File: src/rtl/id_ex_stage.sv
// ID/EX pipeline register with load-use hazard detection and destination resolution.
// Optional hazard-bubble counter is enabled by defining IDEX_BUBBLE_COUNT_EN.
module id_ex_stage #(
    parameter int DATA_W   = 32,
    parameter int REG_AW   = 5,
    parameter int LINK_REG = 31
) (
    input  logic              clk,
    input  logic              reset,
    input  logic              id_valid,
    input  logic              id_reg_dst,
    input  logic              id_jump,
    input  logic              id_jal,
    input  logic              id_branch,
    input  logic              id_mem_read,
    input  logic              id_mem_to_reg,
    input  logic              id_mem_write,
    input  logic              id_alu_src,
    input  logic              id_reg_write,
    input  logic [2:0]        id_alu_op,
    input  logic [REG_AW-1:0] id_rs,
    input  logic [REG_AW-1:0] id_rt,
    input  logic [REG_AW-1:0] id_rd,
    input  logic [DATA_W-1:0] id_rd1,
    input  logic [DATA_W-1:0] id_rd2,
    input  logic [DATA_W-1:0] id_imm,
    input  logic [DATA_W-1:0] id_pc4,
    input  logic              flush,
    output logic              ex_valid,
    output logic              ex_jump,
    output logic              ex_jal,
    output logic              ex_branch,
    output logic              ex_mem_read,
    output logic              ex_mem_to_reg,
    output logic              ex_mem_write,
    output logic              ex_alu_src,
    output logic              ex_reg_write,
    output logic [2:0]        ex_alu_op,
    output logic [REG_AW-1:0] ex_rs,
    output logic [REG_AW-1:0] ex_rt,
    output logic [REG_AW-1:0] ex_write_reg,
    output logic [DATA_W-1:0] ex_rd1,
    output logic [DATA_W-1:0] ex_rd2,
    output logic [DATA_W-1:0] ex_imm,
    output logic [DATA_W-1:0] ex_pc4,
`ifdef IDEX_BUBBLE_COUNT_EN
    input  logic              count_clr,
    output logic [15:0]       bubble_count,
`endif
    output logic              hazard_stall
);

    logic              rawHazard;
    logic              loadBubble;
    logic [REG_AW-1:0] writeRegNext;

    // A load into $0 produces nothing to wait for, so it never stalls.
    always_comb begin
        rawHazard = ex_valid && ex_mem_read && (ex_rt != '0) && id_valid &&
                    ((ex_rt == id_rs) || (ex_rt == id_rt));
        hazard_stall = rawHazard && !flush;
        loadBubble   = flush || hazard_stall || !id_valid;
        if (id_jal)
            writeRegNext = REG_AW'(LINK_REG);
        else if (id_reg_dst)
            writeRegNext = id_rd;
        else
            writeRegNext = id_rt;
    end

    always_ff @(posedge clk or posedge reset) begin
        if (reset) begin
            ex_valid      <= 1'b0;
            ex_jump       <= 1'b0;
            ex_jal        <= 1'b0;
            ex_branch     <= 1'b0;
            ex_mem_read   <= 1'b0;
            ex_mem_to_reg <= 1'b0;
            ex_mem_write  <= 1'b0;
            ex_alu_src    <= 1'b0;
            ex_reg_write  <= 1'b0;
            ex_alu_op     <= '0;
            ex_rs         <= '0;
            ex_rt         <= '0;
            ex_write_reg  <= '0;
            ex_rd1        <= '0;
            ex_rd2        <= '0;
            ex_imm        <= '0;
            ex_pc4        <= '0;
        end else begin
            // Data and specifiers always load; only control is squashed in a bubble.
            ex_rs        <= id_rs;
            ex_rt        <= id_rt;
            ex_write_reg <= writeRegNext;
            ex_rd1       <= id_rd1;
            ex_rd2       <= id_rd2;
            ex_imm       <= id_imm;
            ex_pc4       <= id_pc4;
            if (loadBubble) begin
                ex_valid      <= 1'b0;
                ex_jump       <= 1'b0;
                ex_jal        <= 1'b0;
                ex_branch     <= 1'b0;
                ex_mem_read   <= 1'b0;
                ex_mem_to_reg <= 1'b0;
                ex_mem_write  <= 1'b0;
                ex_alu_src    <= 1'b0;
                ex_reg_write  <= 1'b0;
                ex_alu_op     <= '0;
            end else begin
                ex_valid      <= 1'b1;
                ex_jump       <= id_jump;
                ex_jal        <= id_jal;
                ex_branch     <= id_branch;
                ex_mem_read   <= id_mem_read;
                ex_mem_to_reg <= id_mem_to_reg;
                ex_mem_write  <= id_mem_write;
                ex_alu_src    <= id_alu_src;
                ex_reg_write  <= id_reg_write;
                ex_alu_op     <= id_alu_op;
            end
        end
    end

`ifdef IDEX_BUBBLE_COUNT_EN
    // Counts only load-use bubbles; hazard_stall is already masked by flush.
    always_ff @(posedge clk or posedge reset) begin
        if (reset)
            bubble_count <= '0;
        else if (count_clr)
            bubble_count <= '0;
        else if (hazard_stall && (bubble_count != 16'hFFFF))
            bubble_count <= bubble_count + 16'd1;
    end
`endif

endmodule

File: config.mk
export PLATFORM = sky130hd
export DESIGN_NAME = id_ex_stage
export DESIGN_NICKNAME = d
export VERILOG_FILES = /design/src/rtl/id_ex_stage.sv
export SDC_FILE = /design/constraint.sdc
export NUM_CORES = 1
export LEC_CHECK = 0
export CAP_MARGIN = 10
export CORE_ASPECT_RATIO = 0.6
export CORE_UTILIZATION = 31
export CTS_BUF_LIST = sky130_fd_sc_hd__clkbuf_4 sky130_fd_sc_hd__clkbuf_8
export CTS_CLUSTER_SIZE = 12
export DETAILED_ROUTE_END_ITERATION = 10
export GPL_TIMING_DRIVEN = 0
export PLACE_DENSITY = 0.81
export SLEW_MARGIN = 10
export SYNTH_ARGS = -nofsm -noshare
export SYNTH_HDL_FRONTEND = slang
export SYNTH_SLANG_ARGS = --single-unit
File: constraint.sdc
create_clock -name clk -period 5.55 [get_ports clk]
set_clock_uncertainty 0.05 [all_clocks]
set_input_delay 1.11 -clock clk [delete_from_list [all_inputs] [get_ports clk]]
set_output_delay 1.11 -clock clk [all_outputs]
set_load 0.005 [all_outputs]
==> summary.md, run 1 <==
| Metric | Value |
|---|---|
| GRT overflow | 0 |
| ANT cells | 0 |
| Crit path time final | between 4 and 5 ns |
| Syn_nets | 373 |
| CP Class | primary input to primary output |
| CP Max Fanout | 4 |
| Distinct cell type count after synthesis | 16 |
| Final hold violation count | 0 |
| Post-synth EDFFs | 0 |
| Layout area overhead | 88.1% |
| Chip width | roughly 150 um |
| CTS tree | built |
| Clk sink count | ~160 |
| Final Net Count | 706 |
| Post-DP HPWL | 9.40 mm |
| RSZ-0062 raised after global routing | no |
| Critical-path cell list | clkdlybuf4s50_1 -> xnor2_1 -> nand3_1 -> o22ai_2 -> and3b_2 -> clkdlybuf4s50_1 |
| H-tree depth reported by CTS | 4 |
| Post-CTS setup buffers | 0 |
| Ports | 315 |
| PortBufs | 313 |
| Critical path endpoint category | primary output |
| Hold endpoint | ex_valid |
| Clk_lat worst skew | 0.43 ns |
| Top-count cell post-synth | dfrtp_1 |
| DR vias/cell | 4.06 |
| TritonCTS Buffers | 17 |
| First-pass GRT wire length | 18.0 mm |
| Fmax | 0.248 GHz |
| Share of the synthesized area in the top cell type | 91.5% |
| Max Cap Violations | 0 |
| Launch point of the worst reg-to-reg path | ex_rt[2] |
| Cts-stage hold buffer count | 0 |
| Final setup fails | 0 |
| Mapped Area | 4240 um^2 |
| DR pass1 iterations | 4 |
| Hold/Removal Path Class | register to register |
| Clk buf depth | 2 |
| CP arrival | 2.88 ns |
| Num rows | 32 |
| Hold depth | 3 |
| Leakage power | between 3 and 4 nW |
| Most used cell, CP | clkdlybuf4s50_1 |
| Cells after Synth | roughly 210 |
| R2R setup slack | 4.16 ns |
| Root buf cell | clkbuf_8 |
| Worst-Margin Slew | 0.529 ns |
| Area post-placement | 7620 um^2 |
| Yosys warnings | 0 |
| Final wirelength | between 10 and 15 mm |
| Critical path's slowest cell | clkdlybuf4s50_1 |
| GRT Total Usage | between 10% and 20% |
| Commonest cells post-synth | dfrtp_1, nand2_1, a21oi_1, xnor2_1, nor2b_1 |
| Status | finished clean |
| CORE AREA | 13100 um^2 |
| Vias after detailed routing | 2962 |
| Layout cells sized above 1 | approximately 6.8% |
| Die area | 14200 um^2 |
| Syn Area/Cell | 19.8 um^2 |
| Initial antenna violation count | 0 |
| CP delay by family, top | buffers and inverters |
| Crit path buffers/inverters | 2 |
| Vias in the first global route | 3347 |
| Routed len/inst | around 16 um |
| Final core utilization | 60.9% |
| CTS clk-pin slew, worst paths | about 0.080 ns |
| HP Start | ex_mem_read |
| Drc violations | 0 |
| Antenna-violating nets left | 0 |
| Crit start category | primary input |
| First DRT Iteration DRCs | 55 |
| Overall Power | 0.00225 W |
| Power per standard cell area | 282 nW/um^2 |
| FF-to-FF End | ex_branch |
| Initial Util | about 32% |
| Routability cong. | 0.756 |
| Critical Path RT | 4.39 ns |
| Top FF cell, synth | dfrtp_1 |
| Slew HR | around 65% |
| Post-Layout Inst Area | 7970 um^2 |
| Die Y | between 90 and 100 um |
| Max incr delay on CP | 0.52 ns |
| Slew Viols, Final | 0 |
| Largest net degree at the start of global routing | ~80 |
| VDD IR max | around 0.00015 V |
| Cts repair resizes | 0 |
| Sequential share of the synthesized area | 91.5% |
| Part of the cycle the worst path needs | roughly 73% |
| Cell taking the most area after synthesis | dfrtp_1 |
| FF-to-FF path depth | 5 |
| Synth async-reset ratio | 100% |
| Seq cells post-synth | 155 |
| Synth top area cells | dfrtp_1, xnor2_1, a21oi_1 |
==> per-layer routing <==
metal  up-vias  wire length (um)  GRT usage, %
met3        15              1080          7.81
li1       1349                 -             -
met2       149              6150          31.0
met5         -                 0             0
met1      1449              4520          18.3
met4         0               155          6.57
==> cell usage in the layout (no fill, tap or decap), types with 2 or more instances in the layout <==
master,n
clkdlybuf4s50_1,313
dfrtp_1,155
clkbuf_8,17
nand2_1,13
a21oi_1,12
xnor2_1,10
nor2b_1,6
a211o_1,5
inv_6,5
nand3_1,3
inv_8,3
clkinvlp_4,3
buf_2,2
clkinv_4,2
==> metrics by stage <==
step                worst slack, ns  setup TNS, ns  hold slack (ns)  cells
floorplan                     0.212              0            0.600    214
global placement              -1.43        -220.11            0.646    697
detailed placement             1.52              0            0.669    698
CTS                            1.51              0            0.690    729
global route                   1.44              0            0.719    729
finish                         1.51              0            0.695    729
==> kinds of logic (layout without fill, tap and decap cells) <==
family | Yosys count | after routing | synth area share [%]
AO/OA/AOI/OAI | 19 | 19 | 2.92
XOR/XNOR | 10 | 10 | 2.07
buffers and inverters | 5 | 350 | 0.679
flip-flops | 155 | 155 | 91.5
AND/OR/NAND/NOR | 25 | 25 | 2.83
==> worst max path at each step <==
stage | startpoint | to | depth (start not counted)
floorplan | reset | ex_alu_op[0] | 1
global placement | reset | ex_imm[30] | 2
detailed placement | id_rs[0] | hazard_stall | 6
CTS | id_rs[0] | hazard_stall | 6
global route | id_rs[2] | hazard_stall | 6
finish | id_rs[2] | hazard_stall | 6
==> area by class of cell <==
cell class	count	area [um^2]
multi-input cells	54	332
clock buffers	18	241
plain buffers	4	25.0
clock inverters	13	111
repair buffers	314	3160
inverters	1	11.3
well taps	170	213
fillers	973	5120
flip-flops and latches	155	3880
==> where the power goes <==
group | switching (W) | total (W) | internal, W
Sequential | 0.0000186 | 0.00120 | 0.00118
Combinational | 0.0000839 | 0.000287 | 0.000203
Clock | 0.000432 | 0.000757 | 0.000325
Total | 0.000534 | 0.00225 | 0.00171
==> worst min-delay path, cell delays in order (launching register included) <==
cell,delay (ns)
dfrtp_1,0.38
nand3_1,0.07
a21oi_1,0.06
a21boi_0,0.18
Power figures use the tool's default switching activity.
==> run 2, diff against run 1 <==
--- a/config.mk
+++ b/config.mk
@@ -7,12 +7,12 @@
 export LEC_CHECK = 0
 export CAP_MARGIN = 10
 export CORE_ASPECT_RATIO = 0.6
-export CORE_UTILIZATION = 31
+export CORE_UTILIZATION = 35
 export CTS_BUF_LIST = sky130_fd_sc_hd__clkbuf_4 sky130_fd_sc_hd__clkbuf_8
 export CTS_CLUSTER_SIZE = 12
 export DETAILED_ROUTE_END_ITERATION = 10
 export GPL_TIMING_DRIVEN = 0
-export PLACE_DENSITY = 0.81
+export PLACE_DENSITY = 0.86
 export SLEW_MARGIN = 10
 export SYNTH_ARGS = -nofsm -noshare
 export SYNTH_HDL_FRONTEND = slang
==> constraint.sdc (replaced) <==
create_clock -name clk -period 4.25 [get_ports clk]
set_clock_uncertainty 0.05 [all_clocks]
set_input_delay 0.85 -clock clk [delete_from_list [all_inputs] [get_ports clk]]
set_output_delay 0.85 -clock clk [all_outputs]
set_load 0.005 [all_outputs]
==> run 2 against run 1 <==
Sequential share of layout area decreased by 0.49 points. Setup slack lost 0.78 ns. Critical path type unchanged. Global-route usage is 4.0 points higher. Largest power group unchanged. Via count increased by 2.5%.
==> summary.md, run 2 (same netlist as run 1, synthesis figures left out) <==
| Metric | Value |
|---|---|
| Layout area overhead | 90.0% |
| Crit start category | primary input |
| CTS clk-pin slew, worst paths | 0.08 ns (about the same) |
| Routability cong. | 0.746 (-1.4%) |
| Vias after detailed routing | 3036 (+2.5%) |
| Leakage power | 3.41 nW (+1.1%) |
| Max Cap Violations | 0 (unchanged) |
| Die area | 12600 um^2 (-11%) |
| Area of the multi-input gates | 332 um^2 (unchanged) |
| VDD IR max | 0.000196 V (+34%) |
| Root buf cell | clkbuf_8 |
| Drc violations | 0 (unchanged) |
| Fmax | 0.284 GHz |
| Clk sink count | 155 (unchanged) |
| Final Net Count | 709 (+0.42%) |
| Status | finished clean |
| First-pass GRT wire length | 19.0 mm (+5.4%) |
| FF-to-FF End | ex_alu_op[1] |
| Final wirelength | 13.1 mm (+9.9%) |
| DR vias/cell | 4.20 (+3.3%) |
| Cell internal pwr | 0.00231 W (+35%) |
| DR pass1 iterations | 4 (unchanged) |
| Register Area | 3880 um^2 (unchanged) |
| Hold/Removal Path Class | register to register |
| Final hold violation count | 0 (unchanged) |
| Chip width | 144 um (-5.8%) |
| Largest net degree at the start of global routing | 41 (-49%) |
| Hold endpoint | ex_valid |
| FF-to-FF path depth | 5 (unchanged) |
| Sw frac | 23.9% (+0.14 points) |
| R2R setup slack | 2.84 ns (-1.32 ns) |
| Die Y | 87.2 um (-5.8%) |
| RSZ-0062 raised after global routing | no |
| CP arrival | 2.62 ns (-0.26 ns) |
| Post-DP HPWL | 10.4 mm (+10%) |
| Final cell count without fillers | 723 (-0.82%) |
| Critical path's slowest cell | clkdlybuf4s50_1 |
| Launch point of the worst reg-to-reg path | ex_rt[4] |
| CORE AREA | 11600 um^2 (-12%) |
| Initial antenna violation count | 0 (unchanged) |
| Layout cells sized above 1 | 7.46% (+0.66 points) |
| Register share of total power | 51.7% (-1.8 points) |
| Net Sw Power | 0.000727 W (+36%) |
| Critical-path cell list | clkdlybuf4s50_1 -> xnor2_1 -> nand3_1 -> o22ai_2 -> and3b_2 -> clkdlybuf4s50_1 |
| PortBufs | 313 (unchanged) |
| Post-CTS setup buffers | 0 (unchanged) |
| Final core utilization | 69.7% (+8.8 points) |
| Worst-Margin Slew | 0.802 ns (+0.273 ns) |
| Critical path endpoint category | primary output |
| CTS tree | built |
| Cts-stage hold buffer count | 0 (unchanged) |
| Ports | 315 (unchanged) |
| Placed cell count | 691 (-1.0%) |
| Part of the power in the clock network | 35.5% (+1.8 points) |
| Critical Path RT | 3.35 ns (-1.04 ns) |
| H-tree depth reported by CTS | 4 (unchanged) |
| TNS Setup | 0 ns (unchanged) |
| Most frequent cells in the layout | clkdlybuf4s50_1, dfrtp_1, clkbuf_8 |
| Vias in the first global route | 3269 (-2.3%) |
| Most used cell, CP | clkdlybuf4s50_1 |
| Slew HR | 46.4% (-18 points) |
| TritonCTS Buffers | 17 (unchanged) |
| CP Class | primary input to primary output |
| Routed len/inst | 18.1 um (+11%) |
| Combinational group share of total power | 12.7% (about the same) |
| Cts repair resizes | 0 (unchanged) |
| Slew Viols, Final | 0 (unchanged) |
| Crit path time final | 3.52 ns |
| GRT overflow | 0 (unchanged) |
| Part of the cycle the worst path needs | 82.7% |
| Final setup fails | 0 (unchanged) |
| First DRT Iteration DRCs | 63 (+15%) |
| Initial Util | 36.7% (+4.3 points) |
| ANT cells | 0 (unchanged) |
| HP Start | ex_mem_read |
| Most common cell after layout, fill and taps aside | clkdlybuf4s50_1 |
| Fill count | 785 (-19%) |
| Power per standard cell area | 377 nW/um^2 (+34%) |
| Max incr delay on CP | 0.52 ns (about the same) |
| Clk buf depth | 2 (unchanged) |
| Antenna-violating nets left | 0 (unchanged) |
| CP Max Fanout | 4 (unchanged) |
| Num rows | 30 (-6.3%) |
| Hold depth | 3 (unchanged) |
| Clk_lat worst skew | 0.43 ns (about the same) |
| GRT Total Usage | 21.5% (+4.0 points) |
run 2: cell types whose count changed in the layout (fill, tap and decap cells not counted):
cell / previous run / this run
buf_12: 0 / 3
clkinvlp_4: 3 / 5
bufinv_16: 0 / 1
clkinv_2: 1 / 0
clkinv_4: 2 / 1
inv_8: 3 / 4
inv_6: 5 / 4
run 2: worst max path at each step:
stage                  start            to  slack (ns)  cells past startpoint
finish              id_rs[2]  hazard_stall        0.73                      6
global route        id_rs[2]  hazard_stall        0.64                      6
CTS                 id_rs[2]  hazard_stall        0.71                      6
detailed placement  id_rs[2]  hazard_stall        0.73                      6
global placement       reset    ex_imm[10]        0.31                      2
floorplan              reset  ex_alu_op[0]        1.39                      1
run 2: final cells by class:
cell class,count,share of cell area (%)
Buffer,4,0.311
Clock buffer,18,3.00
Clock inverter,14,1.85
Inverter,1,0.0932
Multi-Input combinational cell,54,4.12
Sequential cell,155,48.2
Tap cell,160,2.49
Timing Repair Buffer,317,40.0
run 2: per-layer routing:
metal	share of wire (%)	vias up	global-route usage [%]
li1	-	1357	-
met1	34	1506	21.7
met2	54	149	38.6
met3	9.9	24	9.18
met4	2.5	0	9.77
met5	0	-	0
run 2: power by group through the flow:
stage          logic [W]  clock network [W]  registers (W)
3_5_place_dp    0.000390                  0        0.00160
6_report        0.000386            0.00108        0.00157
2_1_floorplan  0.0000469                  0        0.00161
5_1_grt         0.000414            0.00118        0.00158
3_3_place_gp    0.000369                  0        0.00160
4_1_cts         0.000392            0.00111        0.00157
run 2: worst max-delay path, delay by kind of cell:
family / cells / cell delay (ns)
AOI/OAI and AO/OA: 1 / 0.26
xor gates and xnor gates: 1 / 0.13
buffers and inverters: 2 / 1.03
and+or+nand+nor: 2 / 0.34
run 2: metrics by stage:
stage	setup slack, ns	hold WS, ns	instance area (um^2)	total power, W
6_report	0.734	0.669	8050	0.00304
3_3_place_gp	0.311	0.634	7580	0.00197
2_1_floorplan	1.39	0.600	4240	0.00166
3_5_place_dp	0.726	0.649	7660	0.00199
4_1_cts	0.714	0.673	8050	0.00308
5_1_grt	0.637	0.712	8050	0.00317
